File: src/rtl/aud_apb_master.sv
// -----------------------------------------------------------------------------
// aud_apb_master
//
// APB4 initiator. Converts a valid/ready request/response handshake into one
// APB transfer at a time (SETUP then ACCESS), captures PRDATA/PSLVERR and
// presents a single registered response until it is consumed.
//
// Misaligned requests (addr[1:0] != 0) never reach the bus; they return an
// error response one cycle after acceptance.
//
// Optional feature (compile-time macro APB_MASTER_TIMEOUT_EN):
//   defined   - a wait counter aborts a transfer whose pready_i is still low in
//               the TIMEOUT_CYCLES-th ACCESS cycle; the response reports
//               rsp_err_o=1 and rsp_timeout_o=1.
//   undefined - no counter exists, ACCESS waits indefinitely and
//               rsp_timeout_o is tied low.
//
// Parameters
//   TIMEOUT_CYCLES  ACCESS cycles with pready_i low before abort (2..65535)
//
// Ports
//   pclk_i, presetn_i          clock (rising edge), async active-low reset
//   req_valid_i / req_ready_o  request handshake
//   req_write_i                1 = write, 0 = read
//   req_addr_i                 byte address (must be word aligned)
//   req_wdata_i, req_strb_i    write data and byte strobes
//   rsp_valid_o / rsp_ready_i  response handshake
//   rsp_rdata_o                read data (0 for writes and all errors)
//   rsp_err_o                  PSLVERR, misalignment or timeout
//   rsp_timeout_o              transfer aborted by the wait counter
//   paddr_o, psel_o, penable_o, pwrite_o, pwdata_o, pstrb_o   APB request
//   pready_i, prdata_i, pslverr_i                             APB completion
// -----------------------------------------------------------------------------
module aud_apb_master #(
    parameter int unsigned TIMEOUT_CYCLES = 256
) (
    input  logic        pclk_i,
    input  logic        presetn_i,

    input  logic        req_valid_i,
    output logic        req_ready_o,
    input  logic        req_write_i,
    input  logic [31:0] req_addr_i,
    input  logic [31:0] req_wdata_i,
    input  logic [3:0]  req_strb_i,

    output logic        rsp_valid_o,
    input  logic        rsp_ready_i,
    output logic [31:0] rsp_rdata_o,
    output logic        rsp_err_o,
    output logic        rsp_timeout_o,

    output logic [31:0] paddr_o,
    output logic        psel_o,
    output logic        penable_o,
    output logic        pwrite_o,
    output logic [31:0] pwdata_o,
    output logic [3:0]  pstrb_o,
    input  logic        pready_i,
    input  logic [31:0] prdata_i,
    input  logic        pslverr_i
);

    // Reject out-of-range configurations at elaboration time.
    if (TIMEOUT_CYCLES < 2 || TIMEOUT_CYCLES > 65535) begin : g_bad_timeout
        $error("aud_apb_master: TIMEOUT_CYCLES must be in 2..65535");
    end

    typedef enum logic [1:0] {
        S_IDLE,
        S_SETUP,
        S_ACCESS,
        S_RESP
    } state_e;

    state_e      state_q,  state_d;

    // Bus-side request fields; they hold between transfers, psel_o qualifies.
    logic [31:0] paddr_q,  paddr_d;
    logic        pwrite_q, pwrite_d;
    logic [31:0] pwdata_q, pwdata_d;
    logic [3:0]  pstrb_q,  pstrb_d;

    // Response fields, stable for the whole RESP phase.
    logic [31:0] rdata_q,  rdata_d;
    logic        err_q,    err_d;

`ifdef APB_MASTER_TIMEOUT_EN
    localparam int unsigned CNT_W = $clog2(TIMEOUT_CYCLES + 1);

    logic [CNT_W-1:0] wait_cnt_q, wait_cnt_d;
    logic             timeout_q,  timeout_d;
    logic             timeout_hit;

    // The counter holds the number of low-pready ACCESS cycles already seen,
    // so a value of TIMEOUT_CYCLES-1 means this is the TIMEOUT_CYCLES-th one.
    assign timeout_hit = (wait_cnt_q == CNT_W'(TIMEOUT_CYCLES - 1));
`endif

    // -------------------------------------------------------------------------
    // Next-state and datapath
    // -------------------------------------------------------------------------
    always_comb begin
        // NOTE: every signal assigned here gets a default first so no path
        // through the case can leave it unassigned and infer a latch.
        state_d  = state_q;
        paddr_d  = paddr_q;
        pwrite_d = pwrite_q;
        pwdata_d = pwdata_q;
        pstrb_d  = pstrb_q;
        rdata_d  = rdata_q;
        err_d    = err_q;
`ifdef APB_MASTER_TIMEOUT_EN
        wait_cnt_d = wait_cnt_q;
        timeout_d  = timeout_q;
`endif

        case (state_q)
            S_IDLE: begin
                if (req_valid_i) begin
                    paddr_d  = req_addr_i;
                    pwrite_d = req_write_i;
                    pwdata_d = req_wdata_i;
                    // Reads never carry strobes on the bus.
                    pstrb_d  = req_write_i ? req_strb_i : 4'b0000;
                    if (req_addr_i[1:0] != 2'b00) begin
                        // Misaligned: answer immediately, no bus activity.
                        rdata_d = '0;
                        err_d   = 1'b1;
`ifdef APB_MASTER_TIMEOUT_EN
                        timeout_d = 1'b0;
`endif
                        state_d = S_RESP;
                    end else begin
                        state_d = S_SETUP;
                    end
                end
            end

            S_SETUP: begin
`ifdef APB_MASTER_TIMEOUT_EN
                wait_cnt_d = '0;
`endif
                state_d = S_ACCESS;
            end

            S_ACCESS: begin
                if (pready_i) begin
                    // An erroring read returns zero rather than bus garbage.
                    rdata_d = (!pwrite_q && !pslverr_i) ? prdata_i : '0;
                    err_d   = pslverr_i;
`ifdef APB_MASTER_TIMEOUT_EN
                    timeout_d = 1'b0;
`endif
                    state_d = S_RESP;
                end
`ifdef APB_MASTER_TIMEOUT_EN
                else if (timeout_hit) begin
                    rdata_d   = '0;
                    err_d     = 1'b1;
                    timeout_d = 1'b1;
                    state_d   = S_RESP;
                end else begin
                    wait_cnt_d = wait_cnt_q + CNT_W'(1);
                end
`endif
            end

            S_RESP: begin
                if (rsp_ready_i) begin
                    state_d = S_IDLE;
                end
            end

            default: begin
                state_d = S_IDLE;
            end
        endcase
    end

    // -------------------------------------------------------------------------
    // State registers
    // -------------------------------------------------------------------------
    always_ff @(posedge pclk_i or negedge presetn_i) begin
        if (!presetn_i) begin
            state_q  <= S_IDLE;
            paddr_q  <= '0;
            pwrite_q <= 1'b0;
            pwdata_q <= '0;
            pstrb_q  <= '0;
            rdata_q  <= '0;
            err_q    <= 1'b0;
        end else begin
            // NOTE: sequential state uses non-blocking assignments so every
            // register samples the pre-edge values of its neighbours.
            state_q  <= state_d;
            paddr_q  <= paddr_d;
            pwrite_q <= pwrite_d;
            pwdata_q <= pwdata_d;
            pstrb_q  <= pstrb_d;
            rdata_q  <= rdata_d;
            err_q    <= err_d;
        end
    end

`ifdef APB_MASTER_TIMEOUT_EN
    always_ff @(posedge pclk_i or negedge presetn_i) begin
        if (!presetn_i) begin
            wait_cnt_q <= '0;
            timeout_q  <= 1'b0;
        end else begin
            wait_cnt_q <= wait_cnt_d;
            timeout_q  <= timeout_d;
        end
    end

    assign rsp_timeout_o = timeout_q;
`else
    assign rsp_timeout_o = 1'b0;
`endif

    // -------------------------------------------------------------------------
    // Outputs: handshake and bus qualifiers are decoded from the state register,
    // so an asynchronous reset drops psel_o/penable_o immediately.
    // -------------------------------------------------------------------------
    assign req_ready_o = (state_q == S_IDLE);
    assign rsp_valid_o = (state_q == S_RESP);
    assign psel_o      = (state_q == S_SETUP) || (state_q == S_ACCESS);
    assign penable_o   = (state_q == S_ACCESS);

    assign paddr_o     = paddr_q;
    assign pwrite_o    = pwrite_q;
    assign pwdata_o    = pwdata_q;
    assign pstrb_o     = pstrb_q;

    assign rsp_rdata_o = rdata_q;
    assign rsp_err_o   = err_q;

endmodule
File: config.mk
export PLATFORM = sky130hd
export DESIGN_NAME = aud_apb_master
export DESIGN_NICKNAME = d
export VERILOG_FILES = /design/src/rtl/aud_apb_master.sv
export SDC_FILE = /design/constraint.sdc
export NUM_CORES = 1
export LEC_CHECK = 0
export ABC_AREA = 1
export ABC_CLOCK_PERIOD_IN_PS = 2300
export CORE_ASPECT_RATIO = 1.75
export CORE_UTILIZATION = 46
export CTS_BUF_LIST = sky130_fd_sc_hd__clkbuf_4 sky130_fd_sc_hd__clkbuf_8
export DETAILED_ROUTE_END_ITERATION = 12
export GPL_TIMING_DRIVEN = 0
export PLACE_DENSITY = 0.91
export SYNTH_ARGS = -nofsm -noshare
export SYNTH_HDL_FRONTEND = slang
export SYNTH_SLANG_ARGS = --single-unit
File: constraint.sdc
create_clock -name pclk_i -period 2.3 [get_ports pclk_i]
set_clock_uncertainty 0.15 [all_clocks]
set_input_delay 0.575 -clock pclk_i [delete_from_list [all_inputs] [get_ports pclk_i]]
set_output_delay 0.575 -clock pclk_i [all_outputs]
set_load 0.05 [all_outputs]
# Yosys cells after proc, flatten, opt, wreduce, memory -nomap -nowiden
# Cells that the tools add are included.
[totals] reg_bits=104 inputBits=107 out_inout_bits=107 elab_cells=39
[op_classes] eq_ne=7 muxes=15 n_reduce_logical=10
[ops] operator="2-to-1 mux 32 bit" n=4
[ops] operator="case mux 32 bit (2 select lines)" n=1
[ops] operator="2-to-1 mux 2 bit" n=4
[ops] operator="case mux 2 bit (4 select lines)" n=1
[ops] operator="inequality test 2 x 1 -> 1 bit (second input constant)" n=3
[ops] operator="equality test 2 bit (second input constant)" n=2
[ops] operator="2-to-1 mux 4 bit" n=1
[ops] operator="AND reduction 4 bit" n=1
[ops] operator="nonzero test 2 bit" n=2
[ops] operator="2-to-1 mux 1 bit" n=3
[ops] operator="AND reduction 3 bit" n=1
[ops] operator="equality test 2 x 1 -> 1 bit (second input constant)" n=1
[ops] operator="zero test 1 bit" n=2
[ops] operator="zero test 2 bit" n=1
[ops] operator="inequality test 2 bit (second input constant)" n=1
[ops] operator="case mux 1 bit (2 select lines)" n=1
[ops] operator="AND reduction 2 bit" n=1
[ops] operator="logical AND 1 bit" n=1
[ops] operator="logical OR 1 bit" n=1

# Logic depth before layout (Yosys ltp)
[depth] word_depth=5 depth_mapped=10 mapped_depth_nobuf=8

# Worst setup path after synthesis
# Ideal clock, no wire load.
[synth_timing] path_kind="flip-flop to flip-flop" start="register state_q[0]" end="register rdata_q[10] (netlist: rsp_rdata_o[10])" setup_ns=0.119 arrival_ns=1.647 required_time_ns=2.031 slack_ns=0.384 stages_incl_launch_ff=10 path_buffers=2 period_less_slack_ns=1.916 cell_sequence="dfrtp_1 -> inv_1 -> ha_1 -> buf_6 -> nand2_2 -> nand2_4 -> nand2_8 -> buf_8 -> nand2_2 -> nand2_1"
[synth_between] elab_chain_cells=3 word_cells_on_any_way=8 cone_classes="eq/ne: 4; mux: 1; reduce/logical: 3"
[synth_lines] element="start: declaration" line="76" source="state_e state_q, state_d;"
[synth_lines] element="start signal: assignment" line="196" source="state_q <= state_d;"
[synth_lines] element="equality test 2 bit (*)"
[synth_lines] element="via penable_o" line="55" source="output logic penable_o,"
[synth_lines] element="inequality test 2 x 1 -> 1 bit (no line) or nonzero test 2 bit (tied branches)"
[synth_lines] element="AND reduction 4 bit (no line)"
[synth_lines] element="end signal: assignment" line="201" source="rdata_q <= rdata_d;"
[synth_lines] element="end: declaration" line="85" source="logic [31:0] rdata_q, rdata_d;"
# Mark *: on every way through the listed nets, which the timed path passes. The rest lies on a longest branch.
# A chain may end at the register's enable or synchronous reset.

# Worst setup path in the final report
[layout_timing] start="register rdata_q[31] (netlist: rsp_rdata_o[31])" end="output port rsp_rdata_o[31]"
[layout_lines] element="end: declaration" line="49" source="output logic [31:0] rsp_rdata_o,"
# No word-level cell between the ends.

==> impl_metrics.py <==
metrics = {
    "drt": {
        "vias": 4392,
        "dr.first_iter.drc_count": 254,
        "routed_wirelength_um": 13500,
        "drt_first_pass_iters": 4,
        "detail-route-antenna-nets": 0,
        "detail_route.drc_violations": 0,
        "wire_per_inst_um": 15.1,
        "vias_per_cell": 4.93,
    },
    "floorplanning": {
        "placement_rows": 47,
        "fp.dieW_um": 77.3,
        "io-pin-count": 214,
        "floorplan.core_area_um2": 9530,
        "start_util": 0.479,
        "die_height_um": 134,
        "die_area_um2": 10300,
    },
    "clock_tree": {
        "cts_tree": "built",
        "cts_setup_buffers": 0,
        "clk-insertion-delay-late_ns": 0.36,
        "post_cts_resize_count": 22,
        "htree_num_levels": 3,
        "clock_path_buffers": 2,
        "cts_made_buffers": 9,
        "worst_setup_hold_path_clk_slew_ns": 0.09,
        "cts.hold.buffers_added": 0,
        "tritoncts_num_sinks": 104,
        "ctsRootBufferMaster": "sky130_fd_sc_hd__clkbuf_8",
    },
    "final_layout": {
        "final_net_count": 877,
        "fin_util": 0.758,
        "filler_cell_count": 679,
        "antenna_cells": 0,
        "drive_gt1_frac": 0.0923,
        "flow.area_growth_from_synthesis_pct": 58.3,
    },
    "sta": {
        "max_slew.worst_pin.slew_ns": 0.760,
        "highest_clock_frequency_the_design_can_meet_ghz": 0.442,
        "max_transition_viols_final": 0,
        "post-route-period-util": 0.984,
        "hold_violations": 0,
        "setup_viol": 0,
        "post_layout_minimum_cycle_time_ns": 2.26,
        "setup-tns-final_ns": 0,
        "timing.slew.headroom": 0.493,
    },
    "logic_synthesis": {
        "synth_common_cells": "sky130_fd_sc_hd__nand2_1, sky130_fd_sc_hd__dfrtp_1, sky130_fd_sc_hd__nand3_1, sky130_fd_sc_hd__nor2_1, sky130_fd_sc_hd__buf_4",
        "count_of_mapped_cells_out_of_synthesis": 542,
        "register_area_share_after_synthesis": 0.570,
        "yosys_warnings": 0,
        "ys_dominant_reg_cell": "sky130_fd_sc_hd__dfrtp_1",
        "synth_top_cell_area_share": 0.570,
        "synthArstFlopShare": 1.00,
        "synth.net_count": 653,
        "synth_area_leaders": "sky130_fd_sc_hd__dfrtp_1, sky130_fd_sc_hd__nand2_1, sky130_fd_sc_hd__nand3_1, sky130_fd_sc_hd__buf_4, sky130_fd_sc_hd__nor2_1",
        "cell_accounting_for_the_most_synthesized_area": "sky130_fd_sc_hd__dfrtp_1",
        "synth-edff-count": 0,
        "postSynthRegisterBits": 104,
        "synth_cell_types": 20,
        "syn_std_cell_area_um2": 4560,
        "synth.most_common_cell": "sky130_fd_sc_hd__nand2_1",
        "synth_area_per_cell_um2": 8.42,
    },
    "setup_path": {
        "criticalPathCategory": "reg2out",
        "setup.worst_path.start_class": "register",
        "timing.critical_path.max_delay_family": "buffers and inverters",
        "critPathCaptureType": "output pin",
        "max_stage_delay_ns": 0.81,
        "critical_path_peak_fanout": 2,
        "timing.critical_path.required_ns": 1.57,
        "worst_ep_arrival_time_ns": 1.54,
        "timing.critical_path.cells": "clkdlybuf4s50_1",
        "reg2reg_slack_ns": 0.57,
        "path_buf_inv": 1,
        "crit_path_top_delay_cell": "sky130_fd_sc_hd__clkdlybuf4s50_1",
    },
    "power": {
        "pwr-share-comb": 0.616,
        "leakagePower_nw": 4.40,
        "p_seq_frac": 0.267,
        "sw_frac_of_total": 0.514,
        "power_report.internal_total_mw": 5.50,
        "peakVddDrop_mv": 1.04,
        "clock_power_share": 0.117,
        "p_switching_mw": 5.81,
        "total_power_mw": 11.3,
        "power_density_cells_nw_per_um2": 1560,
    },
    "job": {
        "drv.max_cap_violation_count": 0,
    },
    "grt": {
        "maximum_number_of_pins_on_one_net_before_global_route_repair": 61,
        "grt_antenna_before_repair": 0,
        "grt_pass1_vias": 4640,
        "grt_remaining_overflow": 0,
        "grt_pass1_wl_um": 21600,
        "grt_usage": 0.268,
    },
    "placement": {
        "routabilityCongestion": 0.817,
        "numPortBuffers": 212,
        "hpwl_um": 10300,
    },
    "worst_hold_path": {
        "hold_path.class": "in2async",
    },
    "outcome": {
        "result_of_the_run": "completed",
    },
}
==> through the flow <==
stage | cell area [µm²] | std cells | hold slack, ns | setup WS, ns
finish | 7220 | 891 | 0.121 | 0.0379
global placement | 6840 | 876 | 0.303 | -3.17
CTS | 7070 | 891 | 0.143 | 0.000686
global route | 7220 | 891 | 0.176 | -0.0119
floorplan | 4560 | 542 | 0.129 | 0.384
detailed placement | 6860 | 877 | 0.308 | 0.000437
==> power groups by stage <==
stage	registers (mW)	logic [mW]	clock network, mW
after floorplan	5.66	2.06	0
after global placement	3.02	6.94	0
after detailed placement	3.07	7.10	0
after CTS	3.04	7.04	1.34
after global routing	3.11	7.36	1.41
final	3.02	6.96	1.32
==> metal layers <==
layer / global-route usage / vias to the layer above / wire, µm
li1: - / 2116 / -
met1: 0.280 / 2053 / 4750
met2: 0.506 / 181 / 7410
met3: 0.0571 / 42 / 836
met4: 0.116 / 0 / 484
met5: 0 / - / 0
==> sequential cells by signal (all words and copies together) (netlist names) <==
name         flops
paddr_o         32
pwdata_o        32
rsp_rdata_o     32
pstrb_o          4
state_q          2
pwrite_o         1
rsp_err_o        1
==> path summary, 6_finish.rpt <==
check	start	end	cells after the start
min in group pclk_i	rsp_rdata_o[27]	rsp_rdata_o[27]	2
worst min register to register	rsp_rdata_o[27]	rsp_rdata_o[27]	2
worst min-delay path	presetn_i	rsp_rdata_o[15]	1
worst max register to register	state_q[0]	pwdata_o[5]	7
max in group asynchronous	presetn_i	rsp_rdata_o[28]	2
worst max-delay path	rsp_rdata_o[31]	rsp_rdata_o[31]	1
==> cells in the final DEF, fill, tap and decap left out <==
cell / netlist / final
sky130_fd_sc_hd__buf_6: 4 / 4
sky130_fd_sc_hd__o21ai_1: 1 / 1
sky130_fd_sc_hd__buf_4: 17 / 18
sky130_fd_sc_hd__nand2_8: 1 / 1
sky130_fd_sc_hd__buf_8: 1 / 1
sky130_fd_sc_hd__clkbuf_4: 0 / 1
sky130_fd_sc_hd__clkinv_2: 0 / 1
sky130_fd_sc_hd__clkbuf_8: 0 / 9
sky130_fd_sc_hd__buf_12: 0 / 1
sky130_fd_sc_hd__nand3_1: 65 / 65
sky130_fd_sc_hd__inv_4: 1 / 1
sky130_fd_sc_hd__inv_1: 6 / 6
sky130_fd_sc_hd__dfrtp_1: 104 / 104
sky130_fd_sc_hd__nand2_1: 266 / 266
sky130_fd_sc_hd__clkdlybuf4s50_1: 0 / 134
sky130_fd_sc_hd__nand2_2: 11 / 11
sky130_fd_sc_hd__ha_1: 4 / 4
sky130_fd_sc_hd__o21ai_2: 1 / 1
sky130_fd_sc_hd__clkbuf_1: 3 / 3
sky130_fd_sc_hd__dlygate4sd2_1: 0 / 13
sky130_fd_sc_hd__buf_2: 11 / 11
sky130_fd_sc_hd__bufinv_16: 0 / 3
sky130_fd_sc_hd__inv_2: 2 / 2
sky130_fd_sc_hd__nand2_4: 3 / 3
sky130_fd_sc_hd__clkdlybuf4s15_2: 0 / 3
sky130_fd_sc_hd__o21ai_0: 6 / 6
sky130_fd_sc_hd__nor2_1: 34 / 34
sky130_fd_sc_hd__conb_1: 1 / 1
sky130_fd_sc_hd__dlymetal6s2s_1: 0 / 61
==> cell type report <==
| type | count | area [µm²] | share of cell area |
|---|---|---|---|
| sequential | 104 | 2600 | 0.360 |
| clock inverter | 4 | 95.1 | 0.0132 |
| timing repair buffer | 213 | 2280 | 0.316 |
| clock buffer | 10 | 131 | 0.0182 |
| tap | 122 | 153 | 0.0211 |
| multi-input combinational | 393 | 1670 | 0.231 |
| inverter | 9 | 36.3 | 0.00502 |
| buffer | 36 | 254 | 0.0352 |
==> cell families (layout without fill, tap and decap cells) <==
group	Yosys count	in the layout	synth area share
compound gates	8	8	0.00959
fa+ha+maj	4	4	0.0110
buf+inv	45	272	0.0636
flops	104	104	0.570
other cells	1	1	0.000822
simple gates	380	380	0.345
No activity file was read; power rests on OpenSTA's default activity.
